### src/rtl/xcvr_tx_reset_sequencer_pkg.sv
// Shared definitions for the bonded-TX reset sequencer.
//   xcvr_state_t      : 3-bit sequencer state, encodings 0..7 (debug-visible)
//   XCVR_T_*          : default timing constants in user-clock cycles
//   xcvr_max3()       : elaboration-time helper used to size the shared counter
package xcvr_pkg;

  typedef logic [2:0] xcvr_state_t;

  localparam xcvr_state_t S_RESET = 3'd0;
  localparam xcvr_state_t S_CAL   = 3'd1;
  localparam xcvr_state_t S_AHOLD = 3'd2;
  localparam xcvr_state_t S_AREL  = 3'd3;
  localparam xcvr_state_t S_LOCK  = 3'd4;
  localparam xcvr_state_t S_DHOLD = 3'd5;
  localparam xcvr_state_t S_DREL  = 3'd6;
  localparam xcvr_state_t S_READY = 3'd7;

  localparam int unsigned XCVR_T_ANALOG      = 70;
  localparam int unsigned XCVR_T_LOCK_FILTER = 1000;
  localparam int unsigned XCVR_T_DIGITAL     = 70;

  function automatic int unsigned xcvr_max3(input int unsigned a,
                                            input int unsigned b,
                                            input int unsigned c);
    int unsigned m;
    m = (a > b) ? a : b;
    return (m > c) ? m : c;
  endfunction

endpackage

### src/rtl/xcvr_tx_reset_sequencer_sync.sv
// Two-flop synchronizer for a bus of independent asynchronous bits.
//   clk_i   : destination clock
//   rst_ni  : asynchronous active-low reset, clears both stages
//   d_i     : asynchronous input bits
//   q_o     : synchronized bits, two destination cycles of latency
module xcvr_sync_bit #(
  parameter int unsigned WIDTH = 1
) (
  input  logic             clk_i,
  input  logic             rst_ni,
  input  logic [WIDTH-1:0] d_i,
  output logic [WIDTH-1:0] q_o
);

  logic [WIDTH-1:0] meta_q;
  logic [WIDTH-1:0] sync_q;

  always_ff @(posedge clk_i or negedge rst_ni) begin
    if (!rst_ni) begin
      meta_q <= '0;
      sync_q <= '0;
    end else begin
      meta_q <= d_i;
      sync_q <= meta_q;
    end
  end

  assign q_o = sync_q;

endmodule

### src/rtl/xcvr_tx_reset_sequencer.sv
// Bonded-TX reset sequencer: holds analog/digital PHY reset through calibration,
// releases analog reset, waits for a filtered fPLL lock, releases digital reset and
// raises tx_ready. Re-sequences on restart, recalibration or lock loss.
//   clock                : free-running user clock
//   reset                : asynchronous active-low reset
//   restart              : one-cycle pulse, restarts the whole sequence
//   pll_locked           : fPLL lock (asynchronous)
//   tx_cal_busy          : per-lane calibration busy (asynchronous)
//   tx_analogreset_stat  : per-lane analog reset ack (asynchronous)
//   tx_digitalreset_stat : per-lane digital reset ack (asynchronous)
//   tx_analogreset       : per-lane analog reset, active-high, registered
//   tx_digitalreset      : per-lane digital reset, active-high, registered
//   tx_ready             : per-lane ready, all bits equal, registered
//   state                : current state encoding for debug
module xcvr_tx_reset_sequencer
  import xcvr_pkg::*;
#(
  parameter int unsigned LANES         = 4,
  parameter int unsigned T_ANALOG      = XCVR_T_ANALOG,
  parameter int unsigned T_LOCK_FILTER = XCVR_T_LOCK_FILTER,
  parameter int unsigned T_DIGITAL     = XCVR_T_DIGITAL
) (
  input  logic             clock,
  input  logic             reset,
  input  logic             restart,
  input  logic             pll_locked,
  input  logic [LANES-1:0] tx_cal_busy,
  input  logic [LANES-1:0] tx_analogreset_stat,
  input  logic [LANES-1:0] tx_digitalreset_stat,
  output logic [LANES-1:0] tx_analogreset,
  output logic [LANES-1:0] tx_digitalreset,
  output logic [LANES-1:0] tx_ready,
  output logic [2:0]       state
);

  localparam int unsigned CNT_MAX = xcvr_max3(T_ANALOG, T_LOCK_FILTER, T_DIGITAL);
  localparam int unsigned CW      = $clog2(CNT_MAX + 1);

  typedef logic [CW-1:0] cnt_t;

  localparam cnt_t A_LAST = cnt_t'(T_ANALOG - 1);
  localparam cnt_t L_LAST = cnt_t'(T_LOCK_FILTER - 1);
  localparam cnt_t D_LAST = cnt_t'(T_DIGITAL - 1);

  // Synchronized inputs
  logic             lock_s;
  logic [LANES-1:0] cal_s;
  logic [LANES-1:0] astat_s;
  logic [LANES-1:0] dstat_s;

  xcvr_sync_bit #(.WIDTH(1)) u_sync_lock (
    .clk_i (clock), .rst_ni (reset), .d_i (pll_locked), .q_o (lock_s)
  );
  xcvr_sync_bit #(.WIDTH(LANES)) u_sync_cal (
    .clk_i (clock), .rst_ni (reset), .d_i (tx_cal_busy), .q_o (cal_s)
  );
  xcvr_sync_bit #(.WIDTH(LANES)) u_sync_astat (
    .clk_i (clock), .rst_ni (reset), .d_i (tx_analogreset_stat), .q_o (astat_s)
  );
  xcvr_sync_bit #(.WIDTH(LANES)) u_sync_dstat (
    .clk_i (clock), .rst_ni (reset), .d_i (tx_digitalreset_stat), .q_o (dstat_s)
  );

  logic cal_busy;
  logic cal_prev_q;
  logic cal_rise;
  logic astat_all;
  logic astat_none;
  logic dstat_none;

  assign cal_busy   = |cal_s;
  assign cal_rise   = cal_busy & ~cal_prev_q;
  assign astat_all  = &astat_s;
  assign astat_none = ~|astat_s;
  assign dstat_none = ~|dstat_s;

  xcvr_state_t state_q, state_d;
  cnt_t        cnt_q, cnt_d;
  cnt_t        cnt_inc;

  // Saturating increment: the counter never wraps back into a hold window.
  assign cnt_inc = (cnt_q == '1) ? cnt_q : cnt_q + cnt_t'(1);

  always_comb begin
    state_d = state_q;
    cnt_d   = cnt_inc;

    case (state_q)
      S_RESET: begin
        state_d = S_CAL;
        cnt_d   = '0;
      end
      S_CAL: begin
        cnt_d = '0;
        if (!cal_busy && astat_all) state_d = S_AHOLD;
      end
      S_AHOLD: begin
        if (cnt_q == A_LAST) state_d = S_AREL;
      end
      S_AREL: begin
        cnt_d = '0;
        if (astat_none) state_d = S_LOCK;
      end
      S_LOCK: begin
        if (!lock_s) begin
          cnt_d = '0;
        end else if (cnt_q == L_LAST) begin
          state_d = S_DHOLD;
          cnt_d   = '0;
        end
      end
      S_DHOLD: begin
        if (cnt_q == D_LAST) state_d = S_DREL;
      end
      S_DREL: begin
        if (dstat_none) state_d = S_READY;
      end
      S_READY: begin
        state_d = S_READY;
      end
      default: begin
        state_d = S_RESET;
        cnt_d   = '0;
      end
    endcase

    // Aborts override the per-state decision; restart beats lock loss.
    if (restart || cal_rise) begin
      state_d = S_RESET;
      cnt_d   = '0;
    end else if (!lock_s && (state_q == S_DHOLD || state_q == S_DREL ||
                             state_q == S_READY)) begin
      state_d = S_LOCK;
      cnt_d   = '0;
    end
  end

  // Outputs are decoded from the next state and registered, so they move on the
  // same edge as the state and never glitch.
  logic analog_d, digital_d, ready_d;

  assign analog_d  = (state_d == S_RESET) || (state_d == S_CAL) || (state_d == S_AHOLD);
  assign digital_d = (state_d != S_DREL) && (state_d != S_READY);
  assign ready_d   = (state_d == S_READY);

  logic [LANES-1:0] analog_q, digital_q, ready_q;

  always_ff @(posedge clock or negedge reset) begin
    if (!reset) begin
      state_q    <= S_RESET;
      cnt_q      <= '0;
      cal_prev_q <= 1'b0;
      analog_q   <= '1;
      digital_q  <= '1;
      ready_q    <= '0;
    end else begin
      state_q    <= state_d;
      cnt_q      <= cnt_d;
      cal_prev_q <= cal_busy;
      analog_q   <= {LANES{analog_d}};
      digital_q  <= {LANES{digital_d}};
      ready_q    <= {LANES{ready_d}};
    end
  end

  assign tx_analogreset  = analog_q;
  assign tx_digitalreset = digital_q;
  assign tx_ready        = ready_q;
  assign state           = state_q;

endmodule
### config.mk
export PLATFORM = sky130hd
export DESIGN_NAME = xcvr_tx_reset_sequencer
export DESIGN_NICKNAME = d
export VERILOG_FILES = /design/src/rtl/xcvr_tx_reset_sequencer_pkg.sv /design/src/rtl/xcvr_tx_reset_sequencer_sync.sv /design/src/rtl/xcvr_tx_reset_sequencer.sv
export SDC_FILE = /design/constraint.sdc
export NUM_CORES = 1
export LEC_CHECK = 0
export CORE_ASPECT_RATIO = 1.1
export CORE_MARGIN = 3
export CORE_UTILIZATION = 30
export CTS_CLUSTER_DIAMETER = 40
export DETAILED_ROUTE_END_ITERATION = 6
export PLACE_DENSITY_LB_ADDON = 0.3
export SLEW_MARGIN = 20
export SYNTH_ARGS = -nofsm -noshare
export SYNTH_HDL_FRONTEND = slang
export SYNTH_HIERARCHICAL = 1
export SYNTH_SLANG_ARGS = --single-unit
### constraint.sdc
create_clock -name clock -period 4.8 [get_ports clock]
set_clock_uncertainty 0.2 [all_clocks]
set_input_delay 1.44 -clock clock [delete_from_list [all_inputs] [get_ports clock]]
set_output_delay 1.44 -clock clock [all_outputs]
set_load 0.005 [all_outputs]
==> results.tsv <==
metric	value	unit
finalSetupViolCount	0	
die_y	85.7	um
cp_data_arrival_time	1.43	ns
drv_cap	0	
hold_viol_final	0	
dr.first_iter.drc_count	69	
antenna_found_initial	0	
synth_seq_cells	43	
switchingPower	0.146	mW
rrSetupSlack	2.59	ns
gp_congestion	0.750	
rows	28	
most-common-layout-cells	dfrtp_1 (41), clkdlybuf4s50_1 (29), nor2_1 (16)	
wl_per_cell	12.2	um
r2r-end	tx_ready[0]$_DFF_PN0_	
dieArea	6720	um^2
nets	186	
post_cts_buffers	0	
die_w	78.4	um
worst_pin_slew	0.907	ns
grt_pass1_vias	1154	
avgViaCountPerCell	4.67	
drv_slew	0	
antenna_cells	0	
synth_area_leaders	dfrtp_1 (59%), buf_4 (4.8%), nor2_1 (3.5%), dfstp_2 (3.0%), a211oi_1 (2.2%)	
stdcell_count	244	
p_leak	0.861	nW
hold_path.class	reg -> reg	
ctsRootBufferMaster	clkbuf_8	
cp_max_fo	12	
grt_max_degree	44	
cts_sinks	43	
netlist_instances	145	
power.share.clock	41.1	%
hold_buffers	0	
ys_seq_area_share	62.3	%
syn_nets	163	
worstRegToRegCells	7	
fillers	543	
setup_ws	1.73	ns
final_core_util	38.8	%
coreArea	5500	um^2
cts_resized	0	
power.total	0.693	mW
synth_edf_count	0	
peakVddDrop	0.203	mV
synth_area	1730	um^2
path_buf_inv	1	
setup-tns-final	0	ns
start_util	31.5	%
whs_path_depth	0	
critical_path.top_delay_family	buffers and inverters	
cp_slowest_cell	clkdlybuf4s50_1	
dp_hpwl	2110	um
clockBufferDepth	2	
holdPathEnd	u_sync_dstat/q_o[2]$_DFF_PN0_	
status	complete, no violations	
cts_tree	built	
timing.rr.start	cnt_q[1]$_DFF_PN0_	
switching_share	21.1	%
crit_type	reg -> out	
min_from	u_sync_dstat/meta_q[2]$_DFF_PN0_	
start_kind	flip-flop	
seqPwrFrac	54.9	%
crit_chain	clkdlybuf4s50_1	
p_int	0.547	mW
maxSlewHeadroom	39.6	%
power.density	325	nW/um^2
cts_max_level	2	
area_delta_synth_final	23.3	%
clock_latency	0.29	ns
fin_crit_sh	63.9	%
rsz0062_at_grt	no	
grt_pass1_wl	5240	um
cts.clk_slew.worst_paths	0.09	ns
vias	1140	
port-buffer-count	30	
grt_remaining_overflow	0	
ys_warn_count	6	
dp_slack	1.85	ns
synth_ff_type	dfrtp_1	
pwr-share-comb	4.0	%
track_usage	10.1	%
ioPinCount	31	
syn_area_per_cell	11.9	um^2
drc_errors	0	
synth_top_area_share	59.2	%
yosys.area.top_type	dfrtp_1	
slowest_delay	0.57	ns
final_common_cell	dfrtp_1	
dp.cells	236	
cp.required	3.16	ns
totalWireLength	2970	um
end_kind	primary output	
layout-drive-gt1-share	10.1	%
cts_buffers	5	
fmax	0.326	GHz
async_flop_share	100	%
ant_nets	0	
dr.pass1.iters	6	
netlist-cell-type-count	41	
min_period	3.07	ns
## routing by layer
layer | vias up | wire, um | GRT usage (%)
met2 | 39 | 1450 | 16.4
met3 | 2 | 183 | 3.57
met4 | 0 | 33 | 4.29
met5 | - | 0 | 0
met1 | 560 | 1290 | 12.2
li1 | 539 | - | -
## area by class of cell
class	instances	area, um^2	area share (%)
clock buffer	5	68.8	3.22
clock inverter	3	47.5	2.23
inverter	4	15.0	0.703
multi-input combinational	84	536	25.1
sequential	43	1080	50.5
tap	75	93.8	4.40
timing repair buffer	30	295	13.8
## Yosys cell counts, types with 3 or more instances
cell type  number
and3_1          3
nor4_1          3
nor3_1          3
inv_1           4
nand2_1         9
nand3_1         3
o21ai_0         3
nand2b_1        3
dfrtp_1        41
nor2_1         16
buf_4          11
a31oi_1         3
nor3b_1         3
a211oi_1        5
## sequential cells by signal (all words and copies together) (netlist names), 3 cells and up
register and flops:
cnt_q 10, u_sync_cal/q_o 4, u_sync_dstat/meta_q 4, state 3, u_sync_astat/q_o 4, u_sync_astat/meta_q 4
u_sync_dstat/q_o 4, u_sync_cal/meta_q 4
## power by group through the flow
stage	Clock, mW	Sequential [mW]	Combinational, mW
after floorplan	0	0.385	0.00948
after global placement	0	0.387	0.0274
after detailed placement	0	0.388	0.0284
after CTS	0.296	0.381	0.0285
after global routing	0.311	0.382	0.0312
final	0.285	0.380	0.0275
## logic make-up (layout without fill, tap and decap cells)
family | Yosys count | count (layout) | share of synthesized area (%)
AND/OR/NAND/NOR | 59 | 59 | 19.4
buffers and inverters | 18 | 42 | 6.79
multiplexers | 2 | 2 | 1.16
flip-flops | 43 | 43 | 62.3
XOR/XNOR | 3 | 3 | 1.52
AO/OA/AOI/OAI | 18 | 18 | 7.44
adder cells (fa/ha/maj) | 2 | 2 | 1.44
## worst reg2reg max path, stage by stage (launching register included)
cell and delay, ns:
dfrtp_1 0.44, inv_1 0.08, ha_1 0.15, nor4bb_1 0.47, nand4b_1 0.17, a31oi_1 0.27, a21boi_1 0.22, and2_1 0.14
## metrics by stage
step / hold slack (ns) / cell area, um^2
global route: 0.161 / 2130
CTS: 0.151 / 2130
detailed placement: 0.136 / 2020
global placement: 0.131 / 2020
floorplan: 0.131 / 1730
finish: 0.147 / 2130
## worst max path at each step
stage | startpoint | to | slack [ns] | cells after the start
after floorplan | restart | tx_ready[0]$_DFF_PN0_ | 2.41 | 5
after global placement | restart | cnt_q[1]$_DFF_PN0_ | 1.90 | 5
after detailed placement | restart | cnt_q[8]$_DFF_PN0_ | 1.85 | 5
after CTS | state[0]$_DFF_PN0_ | state[0] | 1.71 | 1
after global routing | state[1]$_DFF_PN0_ | state[1] | 1.64 | 1
final | state[0]$_DFF_PN0_ | state[0] | 1.73 | 1
Note: power is estimated with default switching activity, not from simulation.
